--- src/rtl/load_store_unit.sv ---
// Load/store unit: takes one memory op from the execute stage, checks
// funct3 and alignment, runs a req/gnt + rvalid handshake on the memory
// port, formats load data and reports completion or an error.
module load_store_unit #(
  parameter int unsigned TIMEOUT = 16
) (
  input  logic        clk_i,
  input  logic        rst_ni,
  input  logic        req_valid_i,
  output logic        req_ready_o,
  input  logic [31:0] addr_i,
  input  logic [31:0] wdata_i,
  input  logic [2:0]  funct3_i,
  input  logic        is_load_i,
  input  logic        is_store_i,
  input  logic [4:0]  rd_i,
  output logic        mem_req_o,
  input  logic        mem_gnt_i,
  output logic        mem_we_o,
  output logic [31:0] mem_addr_o,
  output logic [3:0]  mem_be_o,
  output logic [31:0] mem_wdata_o,
  input  logic        mem_rvalid_i,
  input  logic [31:0] mem_rdata_i,
  output logic        wb_valid_o,
  output logic        wb_we_o,
  output logic [4:0]  wb_rd_o,
  output logic [31:0] wb_data_o,
  output logic        err_o,
  output logic [1:0]  err_code_o
);

  typedef enum logic [1:0] {IDLE = 2'd0, REQ = 2'd1, WAIT = 2'd2, RESP = 2'd3} state_e;

  state_e      state_q, state_d;
  logic [31:0] addr_q;
  logic [2:0]  funct3_q;
  logic        store_q;
  logic [4:0]  rd_q;
  logic [3:0]  be_q;
  logic [31:0] wdata_q;
  logic [7:0]  cnt_q, cnt_d;
  logic        err_q, err_d;
  logic [1:0]  err_code_q, err_code_d;
  logic        wb_we_q;
  logic [31:0] wb_data_q;

  logic        accept, f3_legal, misaligned, start_access, timeout_hit;
  logic [3:0]  be_new;
  logic [31:0] wdata_new, shifted, load_result;

  // Request decode: acceptance, funct3 legality and alignment of the incoming op
  always_comb begin
    accept = req_valid_i & (state_q == IDLE) & (is_load_i ^ is_store_i);
    case (funct3_i)
      3'b000, 3'b001, 3'b010: f3_legal = 1'b1;
      3'b100, 3'b101:         f3_legal = is_load_i;
      default:                f3_legal = 1'b0;
    endcase
    misaligned   = ((funct3_i[1:0] == 2'b01) & addr_i[0]) |
                   ((funct3_i[1:0] == 2'b10) & (|addr_i[1:0]));
    start_access = accept & f3_legal & ~misaligned;
    // Last allowed cycle in REQ/WAIT; a handshake on this cycle still wins
    timeout_hit  = cnt_q >= 8'(TIMEOUT - 1);
  end

  // Store lane steering: byte enables and replicated write data
  always_comb begin
    case (funct3_i[1:0])
      2'b00: begin
        be_new    = 4'b0001 << addr_i[1:0];
        wdata_new = {4{wdata_i[7:0]}};
      end
      2'b01: begin
        be_new    = 4'b0011 << addr_i[1:0];
        wdata_new = {2{wdata_i[15:0]}};
      end
      default: begin
        be_new    = 4'b1111;
        wdata_new = wdata_i;
      end
    endcase
    if (is_load_i) be_new = 4'b1111;
  end

  // Load formatting: align the addressed byte/halfword to bit 0, then extend
  always_comb begin
    shifted = mem_rdata_i >> {addr_q[1:0], 3'b000};
    case (funct3_q)
      3'b000:  load_result = {{24{shifted[7]}}, shifted[7:0]};
      3'b001:  load_result = {{16{shifted[15]}}, shifted[15:0]};
      3'b100:  load_result = {24'd0, shifted[7:0]};
      3'b101:  load_result = {16'd0, shifted[15:0]};
      default: load_result = shifted;
    endcase
  end

  // State, timeout counter and error pulse registers
  always_ff @(posedge clk_i or negedge rst_ni) begin
    if (!rst_ni) begin
      state_q    <= IDLE;
      cnt_q      <= 8'd0;
      err_q      <= 1'b0;
      err_code_q <= 2'b00;
    end else begin
      state_q    <= state_d;
      cnt_q      <= cnt_d;
      err_q      <= err_d;
      err_code_q <= err_code_d;
    end
  end

  // Next state, counter and error selection; illegal funct3 beats misalignment
  always_comb begin
    state_d    = state_q;
    cnt_d      = cnt_q;
    err_d      = 1'b0;
    err_code_d = 2'b00;
    case (state_q)
      IDLE: begin
        if (accept && !f3_legal) begin
          err_d      = 1'b1;
          err_code_d = 2'b10;
        end else if (accept && misaligned) begin
          err_d      = 1'b1;
          err_code_d = 2'b01;
        end else if (start_access) begin
          state_d = REQ;
          cnt_d   = 8'd0;
        end
      end
      REQ: begin
        cnt_d = cnt_q + 8'd1;
        if (mem_gnt_i) begin
          state_d = WAIT;
        end else if (timeout_hit) begin
          state_d    = IDLE;
          err_d      = 1'b1;
          err_code_d = 2'b11;
        end
      end
      WAIT: begin
        cnt_d = cnt_q + 8'd1;
        if (mem_rvalid_i) begin
          state_d = RESP;
        end else if (timeout_hit) begin
          state_d    = IDLE;
          err_d      = 1'b1;
          err_code_d = 2'b11;
        end
      end
      default: state_d = IDLE;
    endcase
  end

  // Outputs decoded from the current state and the captured request
  always_comb begin
    req_ready_o = (state_q == IDLE);
    mem_req_o   = (state_q == REQ);
    mem_we_o    = (state_q == REQ) & store_q;
    mem_addr_o  = {addr_q[31:2], 2'b00};
    mem_be_o    = be_q;
    mem_wdata_o = wdata_q;
    wb_valid_o  = (state_q == RESP);
    wb_we_o     = (state_q == RESP) & wb_we_q;
    wb_rd_o     = rd_q;
    wb_data_o   = wb_data_q;
    err_o       = err_q;
    err_code_o  = err_code_q;
  end

  // Request capture on acceptance and load result capture on the response
  always_ff @(posedge clk_i or negedge rst_ni) begin
    if (!rst_ni) begin
      addr_q    <= 32'd0;
      funct3_q  <= 3'd0;
      store_q   <= 1'b0;
      rd_q      <= 5'd0;
      be_q      <= 4'd0;
      wdata_q   <= 32'd0;
      wb_we_q   <= 1'b0;
      wb_data_q <= 32'd0;
    end else if (accept) begin
      addr_q    <= addr_i;
      funct3_q  <= funct3_i;
      store_q   <= is_store_i;
      rd_q      <= rd_i;
      be_q      <= be_new;
      wdata_q   <= wdata_new;
      wb_we_q   <= is_load_i & (rd_i != 5'd0);
      wb_data_q <= 32'd0;
    end else if (state_q == WAIT && mem_rvalid_i && !store_q) begin
      wb_data_q <= load_result;
    end
  end

endmodule
--- config.mk ---
export PLATFORM = sky130hd
export DESIGN_NAME = load_store_unit
export DESIGN_NICKNAME = d
export VERILOG_FILES = /design/src/rtl/load_store_unit.sv
export SDC_FILE = /design/constraint.sdc
export NUM_CORES = 1
export LEC_CHECK = 0
export ABC_AREA = 1
export BUFFER_PORTS_ARGS = -buffer_cell sky130_fd_sc_hd__buf_4
export CORE_UTILIZATION = 30
export DETAILED_ROUTE_END_ITERATION = 12
export REMOVE_ABC_BUFFERS = 1
export SLEW_MARGIN = 10
export SYNTH_ARGS = -nofsm -noshare
export SYNTH_HDL_FRONTEND = slang
export SYNTH_SLANG_ARGS = --single-unit
--- constraint.sdc ---
create_clock -name clk_i -period 1.8 [get_ports clk_i]
set_clock_uncertainty 0.1 [all_clocks]
set_input_delay 0.18 -clock clk_i [delete_from_list [all_inputs] [get_ports clk_i]]
set_output_delay 0.18 -clock clk_i [all_outputs]
set_load 0.1 [all_outputs]
## Yosys cells after proc, flatten, opt, wreduce, memory -nomap -nowiden

Index checks and enable logic that the tools add are counted.

- Flip-flop bits (word level): 123
- Bits in latches: 0
- Memory bits (writable): 0
- Bits in read-only memories: 0
- Input bits: 111
- Output and inout bits: 113
- Logic and storage cells: 93
- Memories kept: 0

- $add $sub $neg: 1
- $mul: 0
- Div/mod/pow operators: 0
- Magnitude comparators: 1
- Equal/unequal tests: 15
- Shift operators: 3
- Multiplexer cells: 30
- Bitwise logic cells: 12
- Reduce and logical (&&, ||, !) cells: 19

Operator list:

| operator | number |
|---|---|
| case mux 32 bit (4 select lines) | 1 |
| two-way mux 32 bit | 2 |
| case mux 32 bit (2 select lines) | 1 |
| right shift 32 x 5 -> 32 bit | 1 |
| two-way mux 8 bit | 3 |
| two-way mux 2 bit | 10 |
| case mux 8 bit (2 select lines) | 1 |
| == test 3 bit, second input constant | 4 |
| case mux 2 bit (3 select lines) | 2 |
| AND 1 bit | 9 |
| adder 8 x 1 -> 8 bit, second input constant | 1 |
| greater-or-equal comparator 8 x 4 -> 1 bit, second input constant | 1 |
| case mux 4 bit (2 select lines) | 1 |
| == test 2 bit, second input constant | 3 |
| == test 3 x 1 -> 1 bit, second input constant | 2 |
| zero test 3 bit | 2 |
| two-way mux 1 bit | 6 |
| OR reduction 2 bit | 3 |
| nonzero test 5 bit | 1 |
| == test 2 x 1 -> 1 bit, second input constant | 2 |
| logical AND 1 bit | 4 |
| zero test 2 bit | 2 |
| two-way mux 4 bit | 1 |
| != test 2 bit, second input constant | 2 |
| other kinds (14) | 16 |

## Depth between registers and ports, before layout

- Depth in word-level cells: 9
- Depth in mapped cells: 12
- Mapped depth without buffers: 10

## Least setup slack after synthesis

Ideal clock, no wire load.

- Kind: reg2reg
- From: register state_q[0]
- To: register be_q[2], in the netlist mem_be_o[2]
- Library setup time: 0.123 ns
- Arrival time: 2.342 ns
- Required time: 1.577 ns
- Path slack: -0.765 ns
- Stages on the path, launching flop included: 11
- Buffers on the path: 3
- Clock period less this slack: 2.565 ns
- Path through: dfrtp_1 -> inv_1 -> ha_1 -> nand2_1 -> inv_2 -> nand3_1 -> buf_6 -> buf_2 -> buf_2 -> nand2_1 -> nand2_1

- Longest elaborated chain between the ends: 3

Ends and longest elaborated chain:

| element | line | text |
|---|---|---|
| from (decl) | 35 | `state_e state_q, state_d;` |
| from (signal assigned) | 106 | `state_q <= state_d;` |
| zero test 2 bit | n/a |  |
| named net req_ready_o | 10 | `output logic req_ready_o,` |
| AND 1 bit (2 in a row) | 54 | `accept = req_valid_i & (state_q == IDLE) & (is_load_i ^ is_store_i);` |
| to (signal assigned) | 188 | `be_q <= be_new;` |
| to (decl) | 40 | `logic [3:0] be_q;` |

The timed path passes the listed nets, and every way through them passes these cells.
A chain may end at the register's enable or synchronous reset.

## Worst setup path in the final report

- From: register state_q[0]
- To: output port req_ready_o

- Longest elaborated chain between the ends: 1

Ends and longest elaborated chain:

| element | line | text |
|---|---|---|
| zero test 2 bit | 158 | `req_ready_o = (state_q == IDLE);` |
| to (decl) | 10 |  |

Every way passes these cells.

==> metrics.txt <==
all-layer global routing usage=0.186; post-synth design cell area=6360 um^2; # diodes=0; Residual DRC=0; Ys Warns=0; CP Cell Sequence=inv_2 > ha_2 > buf_4 > buf_8; ys flop type=dfrtp_1; initial antenna violation count=0; met1 WL=8800 um; Top Family by Delay on Critical Path=buffers and inverters; Die Ht=148 um; worst min path class=in2reg; first-pass GRT wire length=31,900 um; Die Wd=148 um; highest metal used=met4; GPL Wtd Cong=0.845; CP bufs+invs=3; Synth Instances=844; gr ovfl total=0; Port Buf Inserts=221; area grow syn2layout=53.2%; # H-tree levels=4; vias in the first global route=6,273; fin crit share=0.961; CP required=1520 ps; Max Cap Viol=0; sequential area share after synthesis=0.484; Reg clk slew, reported paths=60 ps; RSZ-0062 raised after global routing=yes; status=completed; CTS sink count=123; TritonCTS clock tree=yes; Yosys reg bits=123; worst-path maximum fanout=5; CP Capture Type=primary output; number of synthesized flops with an enable pin=0; Routed Antenna Nets=0; clock latency on the worst-skew pair=410 ps; Initial Util=0.310; CTS max path bufs=2; FMAX=578 MHz; Num CTS Buffers=17; I/O Pins=224; final setup fails=0; drt first pass iters=5; Total Wirelength=20,100 um; synth unique cells=32; DP Wirelength=14,000 um; Slew Viols, Final=0; post-synthesis async set-or-reset flop share=1.00; Iter 0 DRT Violations=320; Die ar.=21,800 um^2; design area=9750 um^2; placed cell areas=8210 um^2; Via density=4.55; WL/cell=14.3 um; final hold violations=0; vias=6,378; row cnt=52; WS Path Type=reg2out; layout cells sized above 1=0.286; Setup crit start kind=register; Core Box Area=20,500 um^2; clk root buf=clkbuf_16; highest-delay cell along the critical path=dfrtp_1; WL met3=1050 um; Worst path max stage delay=410 ps; Net count, final=1,236; min cycle time layout=1730 ps; largest net degree at the start of global routing=41; Min Hold Slack=12.2 ps; Syn Area/Cell=7.54 um^2; FILL cells=1,995; met2 WL post-DR=9710 um; Arrival @ worst endpoint=1450 ps
==> cell usage after synthesis (2+ instances only) <==
master,number,area [um^2]
nand3_1,54,270
buf_4,34,255
o21ai_0,56,280
o21ai_1,17,85.1
nand2_1,365,1370
dfrtp_1,123,3080
clkbuf_1,18,67.6
nor2_4,2,22.5
nand2_4,2,22.5
a21oi_2,4,35.0
a2bb2oi_1,2,17.5
ha_1,6,75.1
o21bai_1,3,22.5
buf_2,18,90.1
buf_6,4,45.0
a21oi_1,44,220
nor2_1,34,128
inv_1,37,139
inv_2,8,30.0
==> through the flow <==
step                      std cells  setup TNS [ps]   util  worst slack [ps]
after CTS                      1396           -2.28  0.469             -2.28
final                          1402               0  0.476              70.2
after global placement         1293               0  0.401              21.2
after floorplan                 770         -326000      -             -3260
after global routing           1402           -2.15  0.476             -2.15
after detailed placement       1293            -794  0.401             -41.5
==> state kept, by name, indices dropped and copies added (netlist names) <==
signal       flops
addr_q          32
mem_be_o         4
wb_rd_o          5
err_code_o       2
wb_we_q          1
wb_data_o       32
funct3_q         3
err_o            1
state_q          2
cnt_q            8
mem_wdata_o     32
store_q          1
==> path summary, 6_finish.rpt <==
check                           slack [ps]                    from                          end  cells past startpoint
worst max register to register          80  state_q[0]$_DFFE_PN0P_  mem_wdata_o[23]$_DFFE_PN0N_                     10
max in group asynchronous              870                  rst_ni      err_code_o[1]$_DFF_PN0_                      3
worst min register to register         380  addr_q[26]$_DFFE_PN0N_       addr_q[26]$_DFFE_PN0N_                      2
worst min-delay path                    10             wdata_i[15]  mem_wdata_o[15]$_DFFE_PN0N_                      3
worst max-delay path                    70  state_q[0]$_DFFE_PN0P_                  req_ready_o                      4
min in group asynchronous              160                  rst_ni  mem_wdata_o[31]$_DFFE_PN0N_                      2
==> cell families (layout without fill, tap and decap cells) <==
logic type               after synthesis  count (layout)  synth area share
AND/OR/NAND/NOR                      463             464             0.295
AO/OA/AOI/OAI                        130             130             0.109
flip-flops                           123             123             0.484
buffers and inverters                120             406            0.0992
adder cells (fa/ha/maj)                6               6            0.0118
other                                  1               2          0.000590
XOR/XNOR                               1               1           0.00138
==> area by class of cell <==
cell class	count	area, um^2	area share
multi-input cells	603	2760	0.283
clock buffers	21	470	0.0483
repair buffers	329	2760	0.283
well taps	270	338	0.0347
inverters	45	174	0.0178
clock inverters	11	166	0.0171
flip-flops and latches	123	3080	0.316
==> worst register-to-register path, cell delays in order (launching register included) <==
cell     delay (ps)
dfrtp_1         410
inv_2            80
ha_2            190
nand2_2          80
inv_2            70
nand3_4         140
buf_12          180
buf_12          160
a21oi_1         120
o21ai_1          70
nand2_1          60
==> cells in the final DEF, fill, tap and decap left out, types with 2 or more instances in the layout <==
cell type      count
nand3_4            3
dlygate4sd3_1     71
clkbuf_8           3
inv_1             33
nand2_8            3
conb_1             2
a2bb2oi_1          2
ha_1               3
buf_6              5
o21ai_0           52
buf_4            244
nand2_1          363
nor2_4             3
a21oi_2            6
buf_12             7
nand3_1           53
inv_2             11
bufinv_16          4
clkbuf_16         17
a21oi_1           42
dfrtp_1          122
o21ai_1           21
clkinv_2           3
nand2_2            2
o21bai_1           3
nor2_1            34
clkinvlp_4         3
ha_2               2
==> layer usage <==
layer / track usage / vias up
met3: 0.0361 / 35
li1: - / 3204
met2: 0.309 / 197
met5: 0 / -
met1: 0.232 / 2942
met4: 0.0928 / 0
==> what timing repair did <==
action | in CTS | in global routing
gates resized for setup | 10 | 30
hold endpoints to repair | 195 | 0
setup endpoints to repair | 37 | 89
hold buffers | 71 | 0
buffers inserted | 0 | 5
pin swaps | 0 | 3
gates cloned | 0 | 1
Power is left out: the tool's default activity adds up to more than one toggle a clock period on the data nets, which glitch-free logic cannot reach.
